--- src/rtl/keypad_scanner.sv ---
// keypad_scanner
// Purpose: scans a ROWS x COLS matrix keypad. One row is driven low at a
//   time. The column inputs are synchronised and then sampled. A single key
//   is debounced, and an accepted press puts a key code
//   (row_index*COLS + col_index) into a small first-word-fall-through FIFO.
//   Release is debounced as well. While a key is held, the row drive stays
//   frozen on that key's row.
// Optional feature: define KPD_TYPEMATIC_EN to auto-repeat a held key.
//   The first repeat comes REPEAT_DELAY cycles after acceptance, and later
//   repeats come every REPEAT_PERIOD cycles.
// Ports:
//   clk       in   rising-edge system clock
//   reset     in   asynchronous, active-high reset
//   col_n     in   [COLS] raw keypad columns, active-low, asynchronous to clk
//   row_n     out  [ROWS] row drive, exactly one bit low
//   key_code  out  [CODE_W] FIFO head code, 0 when the FIFO is empty
//   key_valid out  FIFO not empty
//   key_ready in   consumer accepts the head when key_valid is high
//   key_down  out  high while an accepted key is held
//   overflow  out  sticky, set when a code was dropped on a full FIFO
module keypad_scanner #(
  parameter int ROWS            = 4,
  parameter int COLS            = 3,
  parameter int DEBOUNCE_CYCLES = 4,
  parameter int FIFO_DEPTH      = 4,
  parameter int REPEAT_DELAY    = 32,
  parameter int REPEAT_PERIOD   = 16,
  localparam int CODE_W = ($clog2(ROWS*COLS) > 1) ? $clog2(ROWS*COLS) : 1
) (
  input  logic              clk,
  input  logic              reset,
  input  logic [COLS-1:0]   col_n,
  output logic [ROWS-1:0]   row_n,
  output logic [CODE_W-1:0] key_code,
  output logic              key_valid,
  input  logic              key_ready,
  output logic              key_down,
  output logic              overflow
);

  localparam int RW = $clog2(ROWS);
  localparam int CW = $clog2(COLS);
  localparam int AW = $clog2(FIFO_DEPTH);
  localparam logic [7:0] DEB_LAST = 8'(DEBOUNCE_CYCLES);
  localparam logic [AW:0] PTR_ONE = 1;

  // Parameter sanity checks, evaluated at elaboration only
  if (ROWS < 2 || ROWS > 8) begin : g_bad_rows
    $error("keypad_scanner: ROWS must be 2..8");
  end
  if (COLS < 2 || COLS > 8) begin : g_bad_cols
    $error("keypad_scanner: COLS must be 2..8");
  end
  if (DEBOUNCE_CYCLES < 1 || DEBOUNCE_CYCLES > 255) begin : g_bad_deb
    $error("keypad_scanner: DEBOUNCE_CYCLES must be 1..255");
  end
  if (FIFO_DEPTH < 2 || (FIFO_DEPTH & (FIFO_DEPTH - 1)) != 0) begin : g_bad_fifo
    $error("keypad_scanner: FIFO_DEPTH must be a power of two >= 2");
  end
  if (REPEAT_DELAY < 1 || REPEAT_DELAY > 65535 ||
      REPEAT_PERIOD < 1 || REPEAT_PERIOD > 65535) begin : g_bad_rep
    $error("keypad_scanner: REPEAT_DELAY/REPEAT_PERIOD must be 1..65535");
  end

  typedef enum logic [1:0] {ST_SCAN, ST_DEBOUNCE, ST_HELD} state_t;

  state_t            state_q, state_d;
  logic [RW-1:0]     row_q, row_d, row_next;
  logic [ROWS-1:0]   row_n_q, row_n_d;
  logic [1:0]        phase_q, phase_d;
  logic [CW-1:0]     col_q, col_d, low_idx;
  logic [7:0]        cnt_q, cnt_d, cnt_inc;
  logic              key_down_q, key_down_d;
  logic [COLS-1:0]   sync1_q, sync1_d, sync2_q, sync2_d;
  logic              col_low, any_low, accept, push;
  logic [CODE_W-1:0] push_code;

`ifdef KPD_TYPEMATIC_EN
  localparam logic [15:0] REP_DELAY  = 16'(REPEAT_DELAY);
  localparam logic [15:0] REP_PERIOD = 16'(REPEAT_PERIOD);
  logic [15:0] rep_q, rep_d, rep_inc;
  logic        rep_phase_q, rep_phase_d;
`endif

  logic [CODE_W-1:0] mem_q [FIFO_DEPTH];
  logic [CODE_W-1:0] mem_d [FIFO_DEPTH];
  logic [AW:0]       wr_q, wr_d, rd_q, rd_d;
  logic              overflow_q, overflow_d;
  logic              empty, full, pop, push_ok;

  // Two-flop synchroniser for the asynchronous column inputs
  always_comb begin
    sync1_d = col_n;
    sync2_d = sync1_q;
  end

  assign push_code = CODE_W'(row_q) * CODE_W'(COLS) + CODE_W'(col_q);

  // Scan / debounce / held controller
  always_comb begin
    state_d    = state_q;
    row_d      = row_q;
    phase_d    = phase_q;
    col_d      = col_q;
    cnt_d      = cnt_q;
    key_down_d = key_down_q;
    accept     = 1'b0;
    push       = 1'b0;
`ifdef KPD_TYPEMATIC_EN
    rep_d       = rep_q;
    rep_phase_d = rep_phase_q;
    rep_inc     = rep_q + 16'd1;
`endif
    row_next = (row_q == RW'(ROWS - 1)) ? '0 : row_q + RW'(1);
    cnt_inc  = cnt_q + 8'd1;
    col_low  = ~sync2_q[col_q];
    any_low  = ~&sync2_q;
    // When several columns are low at once, the lowest-index one wins
    low_idx  = '0;
    for (int i = COLS - 1; i >= 0; i--) begin
      if (!sync2_q[i]) low_idx = CW'(i);
    end

    case (state_q)
      ST_SCAN: begin
        if (phase_q == 2'd2) begin
          phase_d = '0;
          if (any_low) begin
            col_d = low_idx;
            // With a one-sample debounce, the scan sample itself accepts the key
            if (DEBOUNCE_CYCLES == 1) begin
              accept = 1'b1;
            end else begin
              state_d = ST_DEBOUNCE;
              cnt_d   = 8'd1;
            end
          end else begin
            row_d = row_next;
          end
        end else begin
          phase_d = phase_q + 2'd1;
        end
      end
      ST_DEBOUNCE: begin
        if (col_low) begin
          if (cnt_inc == DEB_LAST) accept = 1'b1;
          else                     cnt_d  = cnt_inc;
        end else begin
          state_d = ST_SCAN;
          row_d   = row_next;
          phase_d = '0;
          cnt_d   = '0;
        end
      end
      ST_HELD: begin
        if (col_low) begin
          cnt_d = '0;
`ifdef KPD_TYPEMATIC_EN
          // The repeat timer waits while a release is in progress and
          // starts again from zero if the key bounces back low
          if (cnt_q != '0) begin
            rep_d = '0;
          end else begin
            rep_d = rep_inc;
            if ((!rep_phase_q && rep_inc == REP_DELAY) ||
                ( rep_phase_q && rep_inc == REP_PERIOD)) begin
              push        = 1'b1;
              rep_d       = '0;
              rep_phase_d = 1'b1;
            end
          end
`endif
        end else if (cnt_inc == DEB_LAST) begin
          state_d    = ST_SCAN;
          row_d      = row_next;
          phase_d    = '0;
          cnt_d      = '0;
          key_down_d = 1'b0;
        end else begin
          cnt_d = cnt_inc;
        end
      end
      default: begin
        state_d = ST_SCAN;
        row_d   = '0;
        phase_d = '0;
        cnt_d   = '0;
      end
    endcase

    if (accept) begin
      push       = 1'b1;
      state_d    = ST_HELD;
      cnt_d      = '0;
      key_down_d = 1'b1;
`ifdef KPD_TYPEMATIC_EN
      rep_d       = '0;
      rep_phase_d = 1'b0;
`endif
    end

    row_n_d = ~(ROWS'(1) << row_d);
  end

  // FIFO pointers use one extra wrap bit so full and empty can be told apart
  always_comb begin
    empty      = (wr_q == rd_q);
    full       = (wr_q[AW-1:0] == rd_q[AW-1:0]) && (wr_q[AW] != rd_q[AW]);
    pop        = ~empty & key_ready;
    push_ok    = push & (~full | pop);
    mem_d      = mem_q;
    wr_d       = wr_q;
    rd_d       = rd_q;
    overflow_d = overflow_q | (push & ~push_ok);
    if (push_ok) begin
      mem_d[wr_q[AW-1:0]] = push_code;
      wr_d                = wr_q + PTR_ONE;
    end
    if (pop) rd_d = rd_q + PTR_ONE;
  end

  assign key_valid = ~empty;
  assign key_code  = empty ? '0 : mem_q[rd_q[AW-1:0]];
  assign row_n     = row_n_q;
  assign key_down  = key_down_q;
  assign overflow  = overflow_q;

  // State registers
  always_ff @(posedge clk or posedge reset) begin
    if (reset) begin
      state_q    <= ST_SCAN;
      row_q      <= '0;
      row_n_q    <= ~ROWS'(1);
      phase_q    <= '0;
      col_q      <= '0;
      cnt_q      <= '0;
      key_down_q <= 1'b0;
      sync1_q    <= '1;
      sync2_q    <= '1;
      mem_q      <= '{default: '0};
      wr_q       <= '0;
      rd_q       <= '0;
      overflow_q <= 1'b0;
`ifdef KPD_TYPEMATIC_EN
      rep_q       <= '0;
      rep_phase_q <= 1'b0;
`endif
    end else begin
      state_q    <= state_d;
      row_q      <= row_d;
      row_n_q    <= row_n_d;
      phase_q    <= phase_d;
      col_q      <= col_d;
      cnt_q      <= cnt_d;
      key_down_q <= key_down_d;
      sync1_q    <= sync1_d;
      sync2_q    <= sync2_d;
      mem_q      <= mem_d;
      wr_q       <= wr_d;
      rd_q       <= rd_d;
      overflow_q <= overflow_d;
`ifdef KPD_TYPEMATIC_EN
      rep_q       <= rep_d;
      rep_phase_q <= rep_phase_d;
`endif
    end
  end

endmodule
--- config.mk ---
export PLATFORM = sky130hd
export DESIGN_NAME = keypad_scanner
export DESIGN_NICKNAME = d
export VERILOG_FILES = /design/src/rtl/keypad_scanner.sv
export SDC_FILE = /design/constraint.sdc
export NUM_CORES = 1
export LEC_CHECK = 0
export BUFFER_PORTS_ARGS = -buffer_cell sky130_fd_sc_hd__buf_2
export CORE_ASPECT_RATIO = 0.8
export CORE_MARGIN = 2
export CORE_UTILIZATION = 30
export CTS_BUF_LIST = sky130_fd_sc_hd__clkbuf_8
export DETAILED_ROUTE_END_ITERATION = 10
export GPL_ROUTABILITY_DRIVEN = 0
export GPL_TIMING_DRIVEN = 0
export MAX_ROUTING_LAYER = met4
export PLACE_DENSITY = 0.52
export SETUP_SLACK_MARGIN = 0.02
export SYNTH_ARGS = -nofsm -noshare
export SYNTH_HDL_FRONTEND = slang
export SYNTH_SLANG_ARGS = --single-unit
--- constraint.sdc ---
create_clock -name clk -period 5.45 [get_ports clk]
set_input_delay 0.8175 -clock clk [delete_from_list [all_inputs] [get_ports clk]]
set_output_delay 0.8175 -clock clk [all_outputs]
set_load 0.02 [all_outputs]
==> insert_results.sql, run 1 <==
INSERT INTO impl_metrics (metric_group, metric, value, unit) VALUES
('worst_setup_path', 'cp.required', '4.63', 'ns'),
('clock_tree', 'post_cts.resized_instances', '0', ''),
('drt', 'drtAntennaViolNets', '0', ''),
('clock_tree', 'cts-hold-fix-buffers', '0', ''),
('logic_synthesis', 'postSynthRegisterBits', '50', ''),
('finish', 'layout_commonest_cell', 'sky130_fd_sc_hd__dfrtp_1', ''),
('global_route', 'grt_pass1_vias', '1564', ''),
('worst_setup_path', 'critical_path_type', 'register to output port', ''),
('power_and_ir_drop', 'seq_power_share', '41.9', '%'),
('sta', 'finalSetupViolations', '0', ''),
('clock_tree', 'clock_latency_on_the_worst_skew_pair', '0.31', 'ns'),
('finish', 'antenna-diode-count', '0', ''),
('sta', 'report.final.slew_viol_count', '0', ''),
('finish', 'share_of_final_layout_standard_cells_stronger_than_drive_strength_1', '22.3', '%'),
('sta', 'finalClockSkew', '0.00958', 'ns'),
('power_and_ir_drop', 'cellPowerDensity', '512', 'mW/mm2'),
('sta', 'hold_viol_final', '0', ''),
('global_route', 'overflow', '0', ''),
('sta', 'max_clock_freq', '0.358', 'GHz'),
('floorplanning', 'chipHeight', '85.1', 'um'),
('run_status', 'result_of_the_run', 'completed', ''),
('floorplanning', 'boundaryPins', '17', ''),
('worst_setup_path', 'worst-path-buf-inv', '2', ''),
('drt', 'drc_errors', '0', ''),
('finish', 'layout.nets', '258', ''),
('clock_tree', 'clk_transition_reported_paths', '0.10', 'ns'),
('place', 'dp_hpwl', '3360', 'um'),
('floorplanning', 'die_area', '0.00897', 'mm2'),
('clock_tree', 'clockRootBuffer', 'sky130_fd_sc_hd__clkbuf_8', ''),
('floorplanning', 'chipWidth', '105', 'um'),
('finish', 'mostFrequentLayoutCells', '41 x sky130_fd_sc_hd__dfrtp_1, 20 x sky130_fd_sc_hd__nand2_1, 17 x sky130_fd_sc_hd__buf_2, 15 x sky130_fd_sc_hd__o21ai_0, 14 x sky130_fd_sc_hd__inv_1', ''),
('logic_synthesis', 'synth_fp_nets', '234', ''),
('drt', 'vias_cell', '4.66', ''),
('worst_setup_path', 'path_cells', 'clkbuf_1 -> mux4_2 -> and2_1 -> buf_2', ''),
('power_and_ir_drop', 'p_sw_share', '40.2', '%'),
('worst_setup_path', 'cp-start-kind', 'register', ''),
('power_and_ir_drop', 'static-leakage-power', '1.29', 'nW'),
('worst_setup_path', 'path_max_fanout', '6', ''),
('floorplanning', 'initial_utilization', '31.1', '%'),
('power_and_ir_drop', 'ir_worst_vdd', '0.000135', 'V'),
('clock_tree', 'cts.sink_count', '50', ''),
('drt', 'avgRoutedWirePerCell', '13.0', 'um'),
('logic_synthesis', 'synthArstFlopShare', '100', '%'),
('power_and_ir_drop', 'report.power.total', '1.43', 'mW'),
('logic_synthesis', 'netlist-cell-type-count', '44', ''),
('drt', 'dr.first_iter.drc_count', '78', ''),
('sta', 'tns', '0', 'ns'),
('sta', 'timing_worst_slew_pin_value', '0.838', 'ns'),
('logic_synthesis', 'synth_edf_count', '0', ''),
('global_route', 'antenna_found_initial', '0', ''),
('finish', 'areaGrowthSynthToFinish', '13.4', '%'),
('global_route', 'pin_count_of_the_biggest_net_entering_global_routing', '36', ''),
('worst_setup_path', 'cp_top_family', 'multiplexers', ''),
('worst_setup_path', 'critical_path.endpoint_type', 'output port', ''),
('sta', 'unrepaired_setup_endpoints_after_global_routing', 'false', ''),
('logic_synthesis', 'netlist_area', '0.00247', 'mm2'),
('power_and_ir_drop', 'power.clock.fraction', '15.9', '%'),
('flow_run', 'cap_viol_max_count', '0', ''),
('worst_setup_path', 'critical-path-slowest-cell', 'sky130_fd_sc_hd__mux4_2', ''),
('hold_path', 'worstHoldPathType', 'register to register', ''),
('sta', 'final.period_utilization', '51.3', '%'),
('global_route', 'first_pass_grt_wire_length', '7750', 'um'),
('power_and_ir_drop', 'combinationalPowerShare', '42.2', '%'),
('clock_tree', 'cts.path.max_buffers', '2', ''),
('power_and_ir_drop', 'power.switching', '575', 'uW'),
('drt', 'route.final.wire_length', '4550', 'um'),
('power_and_ir_drop', 'internal_power', '856', 'uW'),
('clock_tree', 'numCtsBuffers', '5', ''),
('place', 'buffer_ports.inserted', '16', ''),
('floorplanning', 'core-area', '0.00795', 'mm2'),
('clock_tree', 'cts.repair_timing.setup_buffer_count', '0', '');
-- power by group through the flow --
stage	clock network (mW)	logic (mW)	registers (mW)
floorplan	0	0.450	0.602
global placement	0	0.597	0.606
detailed placement	0	0.608	0.606
CTS	0.236	0.609	0.600
global route	0.254	0.681	0.621
finish	0.228	0.603	0.600
-- logic make-up after synthesis --
group                    Yosys count  synth area share (%)
AO/OA/AOI/OAI                     44                  11.7
XOR/XNOR                           9                  3.19
adder cells (fa/ha/maj)           11                  6.19
buffers and inverters             19                  2.94
flip-flops                        50                  51.2
multiplexers                      22                  11.4
AND/OR/NAND/NOR                   62                  13.4
-- per-layer routing --
metal	part of all wire [%]	routed length (um)	global-route usage, %	vias to the layer above
li1	-	-	-	826
met1	57	2590	16.9	775
met2	38	1730	14.8	26
met3	3.8	171	3.07	4
met4	1.4	63	4.00	0
met5	0	0	-	-
-- worst register-to-register path, cell delays in order, from the launching register on --
cell	delay, ns
sky130_fd_sc_hd__dfrtp_1	0.46
sky130_fd_sc_hd__or4_4	0.56
sky130_fd_sc_hd__or3_1	0.31
sky130_fd_sc_hd__buf_2	0.17
sky130_fd_sc_hd__nor4_4	0.45
sky130_fd_sc_hd__nand2_1	0.29
sky130_fd_sc_hd__mux2_2	0.34
-- Yosys cell counts (2+ instances only) --
cell type | number | area, um2
sky130_fd_sc_hd__a21oi_1 | 5 | 25.0
sky130_fd_sc_hd__o21ai_0 | 15 | 75.1
sky130_fd_sc_hd__inv_1 | 15 | 56.3
sky130_fd_sc_hd__dfstp_2 | 9 | 236
sky130_fd_sc_hd__and2_1 | 6 | 37.5
sky130_fd_sc_hd__and3_1 | 3 | 18.8
sky130_fd_sc_hd__a31oi_1 | 7 | 43.8
sky130_fd_sc_hd__ha_1 | 9 | 113
sky130_fd_sc_hd__mux2_2 | 9 | 101
sky130_fd_sc_hd__fa_1 | 2 | 40.0
sky130_fd_sc_hd__nand3_1 | 5 | 25.0
sky130_fd_sc_hd__a21o_1 | 3 | 22.5
sky130_fd_sc_hd__xnor2_1 | 6 | 52.6
sky130_fd_sc_hd__nor2b_1 | 2 | 12.5
sky130_fd_sc_hd__xor2_1 | 3 | 26.3
sky130_fd_sc_hd__o41ai_1 | 2 | 17.5
sky130_fd_sc_hd__nand2_1 | 20 | 75.1
sky130_fd_sc_hd__mux4_2 | 4 | 90.1
sky130_fd_sc_hd__o22a_1 | 2 | 17.5
sky130_fd_sc_hd__mux2i_1 | 9 | 90.1
sky130_fd_sc_hd__nor3_1 | 4 | 20.0
sky130_fd_sc_hd__nor2_1 | 8 | 30.0
sky130_fd_sc_hd__dfrtp_1 | 41 | 1030
sky130_fd_sc_hd__or3_1 | 2 | 12.5
sky130_fd_sc_hd__nand2b_1 | 5 | 31.3
sky130_fd_sc_hd__clkbuf_1 | 3 | 11.3
-- worst paths after layout --
check / from / end / slack (ns) / depth (start not counted)
max: rd_q[0] / key_code[0] / 2.66 / 4
min: sync1_q[0] / sync2_q[0] / 0.36 / 0
max reg2reg: cnt_q[4] / mem_q[5] / 2.76 / 6
min reg2reg: sync1_q[0] / sync2_q[0] / 0.36 / 0
max in group asynchronous: reset / row_n[3] / 4.41 / 3
min in group asynchronous: reset / cnt_q[4] / 0.47 / 2
-- sequential cells by signal, summed over array words and instances, names as in the netlist, 2 cells and up --
register and cells:
phase_q 2, mem_q 16, cnt_q 8, row_q 2, state_q 2, col_q 2, row_n 4, sync1_q 3
rd_q 3, wr_q 3, sync2_q 3
-- layout make-up --
| type | instances | area, um2 |
|---|---|---|
| Timing Repair Buffer | 17 | 100 |
| Inverter | 15 | 56.3 |
| Buffer | 4 | 16.3 |
| Clock buffer | 6 | 82.6 |
| Tap cell | 108 | 135 |
| Sequential cell | 50 | 1260 |
| Fill cell | 773 | 5150 |
| Clock inverter | 2 | 12.5 |
| Multi-Input combinational cell | 148 | 1130 |
-- metrics by stage --
step	instance area (um2)	setup WS (ns)	hold slack, ns	std cells	util (%)
2_1_floorplan	2470	3.05	0.345	217	-
3_3_place_gp	2680	2.72	0.347	341	33.8
3_5_place_dp	2700	2.77	0.347	342	34.0
4_1_cts	2800	2.63	0.360	350	35.2
5_1_grt	2800	2.54	0.364	350	35.2
6_report	2800	2.66	0.359	350	35.2
(Power assumes the default switching activity.)
==> run 2, diff against run 1 <==
PLACE_DENSITY = 0.54   (was 0.52)
clock period = 2.3 ns   (was 5.45 ns; I/O delays follow)
==> run 2 against run 1 <==
Effect of this change:
- final cell count rose by 2.9%
- sequential power rose by 140%
- count of clock-buffer cells in the layout did not move
- cell area rose by 8.3%
- critical path depth rose by 2
- critical path type is now register to register
- largest cell class unchanged
==> insert_results.sql, run 2 (synthesized netlist as in run 1, its figures left out) <==
INSERT INTO impl_metrics (metric_group, metric, value, unit) VALUES
('run_status', 'result_of_the_run', 'completed', ''),
('finish', 'areaGrowthSynthToFinish', '22.8', '%'),
('sta', 'unrepaired_setup_endpoints_after_global_routing', 'true', ''),
('sta', 'setup_slack', '0.0603', 'ns'),
('flow_run', 'cap_viol_max_count', '0', ''),
('finish', 'multi_input_comb_area', '0.00121', 'mm2'),
('global_route', 'grt_pass1_vias', '1654', ''),
('clock_tree', 'cts-htree-levels', '2', ''),
('clock_tree', 'clock_latency_on_the_worst_skew_pair', '0.30', 'ns'),
('finish', 'ff_latch_area', '0.00126', 'mm2'),
('worst_setup_path', 'path_max_fanout', '5', ''),
('finish', 'layout.nets', '268', ''),
('worst_setup_path', 'worst-r2r-cell-count', '6', ''),
('worst_setup_path', 'cp-start-kind', 'register', ''),
('power_and_ir_drop', 'cellPowerDensity', '1220', 'mW/mm2'),
('hold_path', 'worstHoldPathType', 'primary input to register', ''),
('drt', 'route.final.wire_length', '4810', 'um'),
('finish', 'postLayoutCellArea', '0.00303', 'mm2'),
('drt', 'avgRoutedWirePerCell', '13.4', 'um'),
('floorplanning', 'initial_utilization', '31.1', '%'),
('clock_tree', 'cts.path.max_buffers', '2', ''),
('worst_setup_path', 'cp.required', '2.48', 'ns'),
('drt', 'dr.first_iter.drc_count', '80', ''),
('drt', 'drc_errors', '0', ''),
('clock_tree', 'clockRootBuffer', 'sky130_fd_sc_hd__clkbuf_8', ''),
('finish', 'mostFrequentLayoutCells', '39 x sky130_fd_sc_hd__dfrtp_1, 17 x sky130_fd_sc_hd__nand2_1, 16 x sky130_fd_sc_hd__buf_2, 15 x sky130_fd_sc_hd__o21ai_0, 14 x sky130_fd_sc_hd__inv_1', ''),
('finish', 'share_of_final_layout_standard_cells_stronger_than_drive_strength_1', '29.0', '%'),
('place', 'dpl_worst_slack', '-0.316', 'ns'),
('finish', 'antenna-diode-count', '0', ''),
('sta', 'finalSetupViolations', '0', ''),
('clock_tree', 'clk_transition_reported_paths', '0.09', 'ns'),
('power_and_ir_drop', 'report.power.total', '3.71', 'mW'),
('sta', 'max_clock_freq', '0.446', 'GHz'),
('power_and_ir_drop', 'static-leakage-power', '1.40', 'nW'),
('clock_tree', 'tritoncts', 'done', ''),
('power_and_ir_drop', 'ir_worst_vdd', '0.000374', 'V'),
('worst_setup_path', 'critical_path.endpoint_type', 'register', ''),
('sta', 'final.period_utilization', '97.4', '%'),
('finish', 'layout.filler_cells', '766', ''),
('sta', 'report.final.slew_viol_count', '0', ''),
('sta', 'finalClockSkew', '0.0128', 'ns'),
('floorplanning', 'chipWidth', '105', 'um'),
('floorplanning', 'placement_rows', '29', ''),
('drt', 'drtAntennaViolNets', '0', ''),
('floorplanning', 'chipHeight', '85.1', 'um'),
('clock_tree', 'cts.sink_count', '50', ''),
('floorplanning', 'boundaryPins', '17', ''),
('worst_setup_path', 'critical_path_type', 'register to register', ''),
('place', 'dp_hpwl', '3340', 'um'),
('floorplanning', 'die_area', '0.00897', 'mm2'),
('sta', 'timing_worst_slew_pin_value', '0.492', 'ns'),
('drt', 'routed-via-count', '1698', ''),
('drt', 'vias_cell', '4.72', ''),
('finish', 'largest-register', 'mem_q', ''),
('global_route', 'first_pass_grt_wire_length', '8260', 'um'),
('sta', 'hold_viol_final', '0', ''),
('global_route', 'overflow', '0', ''),
('sta', 'max_slew_margin_vs_limit', '66.9', '%'),
('finish', 'layout_commonest_cell', 'sky130_fd_sc_hd__dfrtp_1', ''),
('finish', 'largest_reg_flops', '16', ''),
('drt', 'drt_first_pass_iters', '4', ''),
('floorplanning', 'core-area', '0.00795', 'mm2'),
('global_route', 'antenna_found_initial', '0', ''),
('sta', 'final_period_minus_worst_setup_slack', '2.24', 'ns'),
('hold_path', 'hold-path-cell-count', '1', ''),
('global_route', 'pin_count_of_the_biggest_net_entering_global_routing', '38', ''),
('worst_setup_path', 'worstPathArrival', '2.42', 'ns'),
('global_route', 'grtUsageTotal', '11.9', '%'),
('place', 'buffer_ports.inserted', '16', ''),
('clock_tree', 'numCtsBuffers', '5', ''),
('place', 'dpl-instance-area', '0.00270', 'mm2');
==> run 2: cell types whose count changed in the layout (fill, tap and decap cells not counted), moves of 2 or more <==
| cell | previous run | this run |
|---|---|---|
| sky130_fd_sc_hd__buf_6 | 0 | 2 |
| sky130_fd_sc_hd__nand2_8 | 0 | 3 |
| sky130_fd_sc_hd__dfrtp_1 | 41 | 39 |
| sky130_fd_sc_hd__bufinv_16 | 0 | 2 |
| sky130_fd_sc_hd__buf_4 | 0 | 7 |
| sky130_fd_sc_hd__nand2_1 | 20 | 17 |
| sky130_fd_sc_hd__dfrtp_2 | 0 | 2 |
==> run 2: what timing repair did <==
item / CTS / global route
setup endpoints to repair: 21 / 21
gates cloned: 0 / 0
setup buffers: 8 / 2
endpoints found under the hold margin: 7 / 0
resized for setup: 18 / 4
pin swaps: 5 / 3
hold buffers: 1 / 0
==> run 2: final cells by class <==
cell class,instances,area share [%]
buffer,3,0.413
clock buffer,6,2.73
clock inverter,2,1.98
inverter,15,1.86
multi-input combinational,148,40.0
sequential,50,41.8
tap,108,4.46
timing repair buffer,28,6.77
==> run 2: path summary, 6_finish.rpt <==
kind,from,end,slack (ns)
setup reg to reg,cnt_q[3],mem_q[8],0.06
hold reg to reg,sync1_q[0],sync2_q[0],0.36
hold / removal,col_n[1],sync1_q[1],0.14
max in group asynchronous,reset,row_n[2],1.22
setup / recovery,cnt_q[3],mem_q[8],0.06
min in group asynchronous,reset,cnt_q[4],0.52
==> run 2: metrics by stage <==
stage	TNS [ns]	utilization, %	hold WS, ns	instances
floorplan	-0.353	-	0.345	217
global placement	-3.50	33.8	0.346	341
detailed placement	-3.41	34.0	0.315	342
CTS	-0.344	37.8	0.122	359
global route	-0.00372	38.1	0.118	360
finish	0	38.1	0.136	360
==> run 2: power breakdown <==
group | total (mW) | leakage [nW] | switching, mW | internal [mW]
logic | 1.53 | 0.735 | 0.874 | 0.653
clock network | 0.757 | 0.0714 | 0.293 | 0.464
registers | 1.42 | 0.594 | 0.248 | 1.18
total | 3.71 | 1.40 | 1.41 | 2.29
==> run 2: critical path, cell delays in order (launching register included) <==
cell	delay, ns
sky130_fd_sc_hd__dfrtp_1	0.40
sky130_fd_sc_hd__or4_4	0.55
sky130_fd_sc_hd__or3_4	0.42
sky130_fd_sc_hd__nor4_4	0.15
sky130_fd_sc_hd__buf_6	0.22
sky130_fd_sc_hd__nand2_8	0.08
sky130_fd_sc_hd__mux2_4	0.30
==> run 2: per-layer routing <==
metal	GRT usage [%]	wire, um	vias to the layer above
met5	-	0	-
met4	3.64	55	0
met3	2.38	137	7
met2	15.4	1950	32
met1	18.4	2670	819
li1	-	-	840
==> run 3, diff against run 2 <==
PLACE_DENSITY = not set   (was 0.54)
==> run 3 against run 2 <==
Effect of this change:
- register-to-register slack worse by 0.05 ns
- flip-flop and latch count stayed put
- hold slack better by 0.0033 ns
- wire length is 0.56% lower
- sequential power hardly changed
==> insert_results.sql, run 3 (synthesized netlist as in run 1, its figures left out) <==
INSERT INTO impl_metrics (metric_group, metric, value, unit) VALUES
('finish', 'antenna-diode-count', '0', ''),
('global_route', 'first_pass_grt_wire_length', '8140', 'um'),
('sta', 'max_clock_freq', '0.436', 'GHz'),
('sta', 'report.final.slew_viol_count', '0', ''),
('drt', 'routed-via-count', '1722', ''),
('floorplanning', 'chipWidth', '105', 'um'),
('finish', 'largest_reg_flops', '16', ''),
('global_route', 'antenna_found_initial', '0', ''),
('worst_setup_path', 'worstPathArrival', '2.48', 'ns'),
('power_and_ir_drop', 'ir_worst_vdd', '0.000357', 'V'),
('floorplanning', 'core-area', '0.00795', 'mm2'),
('drt', 'route.final.wire_length', '4780', 'um'),
('finish', 'mostFrequentLayoutCells', '40 x sky130_fd_sc_hd__dfrtp_1, 17 x sky130_fd_sc_hd__nand2_1, 16 x sky130_fd_sc_hd__buf_2, 15 x sky130_fd_sc_hd__o21ai_0, 14 x sky130_fd_sc_hd__inv_1', ''),
('global_route', 'grt_pass1_vias', '1682', ''),
('drt', 'avgRoutedWirePerCell', '13.1', 'um'),
('sta', 'hold_viol_final', '0', ''),
('run_status', 'result_of_the_run', 'completed', ''),
('floorplanning', 'placement_rows', '29', ''),
('worst_setup_path', 'critical_path_type', 'register to register', ''),
('place', 'dp_hpwl', '3340', 'um'),
('sta', 'finalSetupViolations', '0', ''),
('floorplanning', 'boundaryPins', '17', ''),
('place', 'buffer_ports.inserted', '16', ''),
('sta', 'final.hold.worst_slack', '0.139', 'ns'),
('floorplanning', 'initial_utilization', '31.1', '%'),
('drt', 'dr.first_iter.drc_count', '86', ''),
('clock_tree', 'tritoncts', 'done', ''),
('clock_tree', 'clk_transition_reported_paths', '0.09', 'ns'),
('global_route', 'pin_count_of_the_biggest_net_entering_global_routing', '43', ''),
('power_and_ir_drop', 'static-leakage-power', '1.39', 'nW'),
('drt', 'drtAntennaViolNets', '0', ''),
('clock_tree', 'cts.sink_count', '50', ''),
('finish', 'layout_commonest_cell', 'sky130_fd_sc_hd__dfrtp_1', ''),
('finish', 'largest-register', 'mem_q', ''),
('floorplanning', 'chipHeight', '85.1', 'um'),
('drt', 'drt_first_pass_iters', '4', ''),
('drt', 'drc_errors', '0', ''),
('global_route', 'grtUsageTotal', '11.7', '%'),
('clock_tree', 'numCtsBuffers', '5', ''),
('finish', 'areaGrowthSynthToFinish', '22.0', '%'),
('clock_tree', 'cts-htree-levels', '2', ''),
('finish', 'layout.nets', '272', ''),
('clock_tree', 'clockRootBuffer', 'sky130_fd_sc_hd__clkbuf_8', ''),
('worst_setup_path', 'cp.required', '2.48', 'ns'),
('sta', 'max_slew_margin_vs_limit', '66.1', '%'),
('finish', 'share_of_final_layout_standard_cells_stronger_than_drive_strength_1', '29.7', '%'),
('worst_setup_path', 'critical_path.endpoint_type', 'register', ''),
('drt', 'vias_cell', '4.73', ''),
('hold_path', 'worstHoldPathType', 'primary input to register', ''),
('worst_setup_path', 'cp-start-kind', 'register', ''),
('power_and_ir_drop', 'cellPowerDensity', '1160', 'mW/mm2'),
('sta', 'unrepaired_setup_endpoints_after_global_routing', 'true', ''),
('clock_tree', 'cts.path.max_buffers', '2', ''),
('sta', 'timing_worst_slew_pin_value', '0.503', 'ns'),
('sta', 'final_period_minus_worst_setup_slack', '2.29', 'ns'),
('global_route', 'overflow', '0', ''),
('flow_run', 'cap_viol_max_count', '0', ''),
('finish', 'finish.utilization', '37.9', '%'),
('sta', 'final.period_utilization', '99.7', '%'),
('sta', 'finalClockSkew', '0.0149', 'ns'),
('floorplanning', 'die_area', '0.00897', 'mm2'),
('worst_setup_path', 'path_max_fanout', '6', ''),
('clock_tree', 'clock_latency_on_the_worst_skew_pair', '0.31', 'ns');
[run 3: final timing paths]
check                           slack (ns)       start    endpoint  cells past startpoint
worst min register to register        0.36  sync1_q[0]  sync2_q[0]                      0
worst max-delay path                 0.006    cnt_q[4]    mem_q[0]                      6
worst min-delay path                  0.14    col_n[1]  sync1_q[1]                      1
min in group asynchronous             0.49       reset    cnt_q[3]                      3
max in group asynchronous             1.27       reset    row_n[1]                      4
worst max register to register       0.006    cnt_q[4]    mem_q[0]                      6
[run 3: final cells by class]
type,instances,area [um2]
Timing Repair Buffer,32,238
Sequential cell,50,1260
Multi-Input combinational cell,148,1210
Tap cell,108,135
Clock inverter,2,12.5
Buffer,3,12.5
Clock buffer,6,82.6
Inverter,15,56.3
Fill cell,780,4940
[run 3: repair_timing]
item                                    CTS  global route
gates cloned                              0             0
endpoints found under the hold margin     3             0
hold buffers                              1             0
pin swaps                                 3             2
setup buffers                            11             3
endpoints found under the setup margin   21            21
resized for setup                        19             5
[run 3: through the flow]
step | cells | setup slack (ns) | power (mW) | instance area [um2] | TNS, ns
finish | 364 | 0.00634 | 3.50 | 3010 | 0
detailed placement | 342 | -0.295 | 2.89 | 2700 | -3.32
global placement | 341 | -0.313 | 2.83 | 2680 | -3.45
CTS | 362 | -0.0623 | 3.52 | 2970 | -0.469
global route | 364 | -0.0427 | 3.78 | 3010 | -0.281
floorplan | 217 | -0.0551 | 2.49 | 2470 | -0.353
[run 3: layer usage]
| metal | share of wire (%) | vias up | global-route usage, % |
|---|---|---|---|
| met3 | 2.6 | 5 | 2.30 |
| met2 | 43 | 32 | 17.4 |
| met1 | 53 | 841 | 16.3 |
| met5 | 0 | - | - |
| li1 | - | 844 | - |
| met4 | 1.2 | 0 | 3.64 |
[run 3: report_power, final]
group          switching, mW  leakage (nW)  internal, mW
Clock                  0.288        0.0472         0.242
Sequential             0.254         0.596          1.18
Combinational          0.881         0.750         0.655
[run 3: critical path, cell delays in order, from the launching register on]
cell and delay [ns]:
sky130_fd_sc_hd__dfrtp_2 0.42, sky130_fd_sc_hd__or4_4 0.52, sky130_fd_sc_hd__or3_4 0.37, sky130_fd_sc_hd__nor4_4 0.27, sky130_fd_sc_hd__buf_6 0.24, sky130_fd_sc_hd__nand2_8 0.08, sky130_fd_sc_hd__mux2_2 0.28
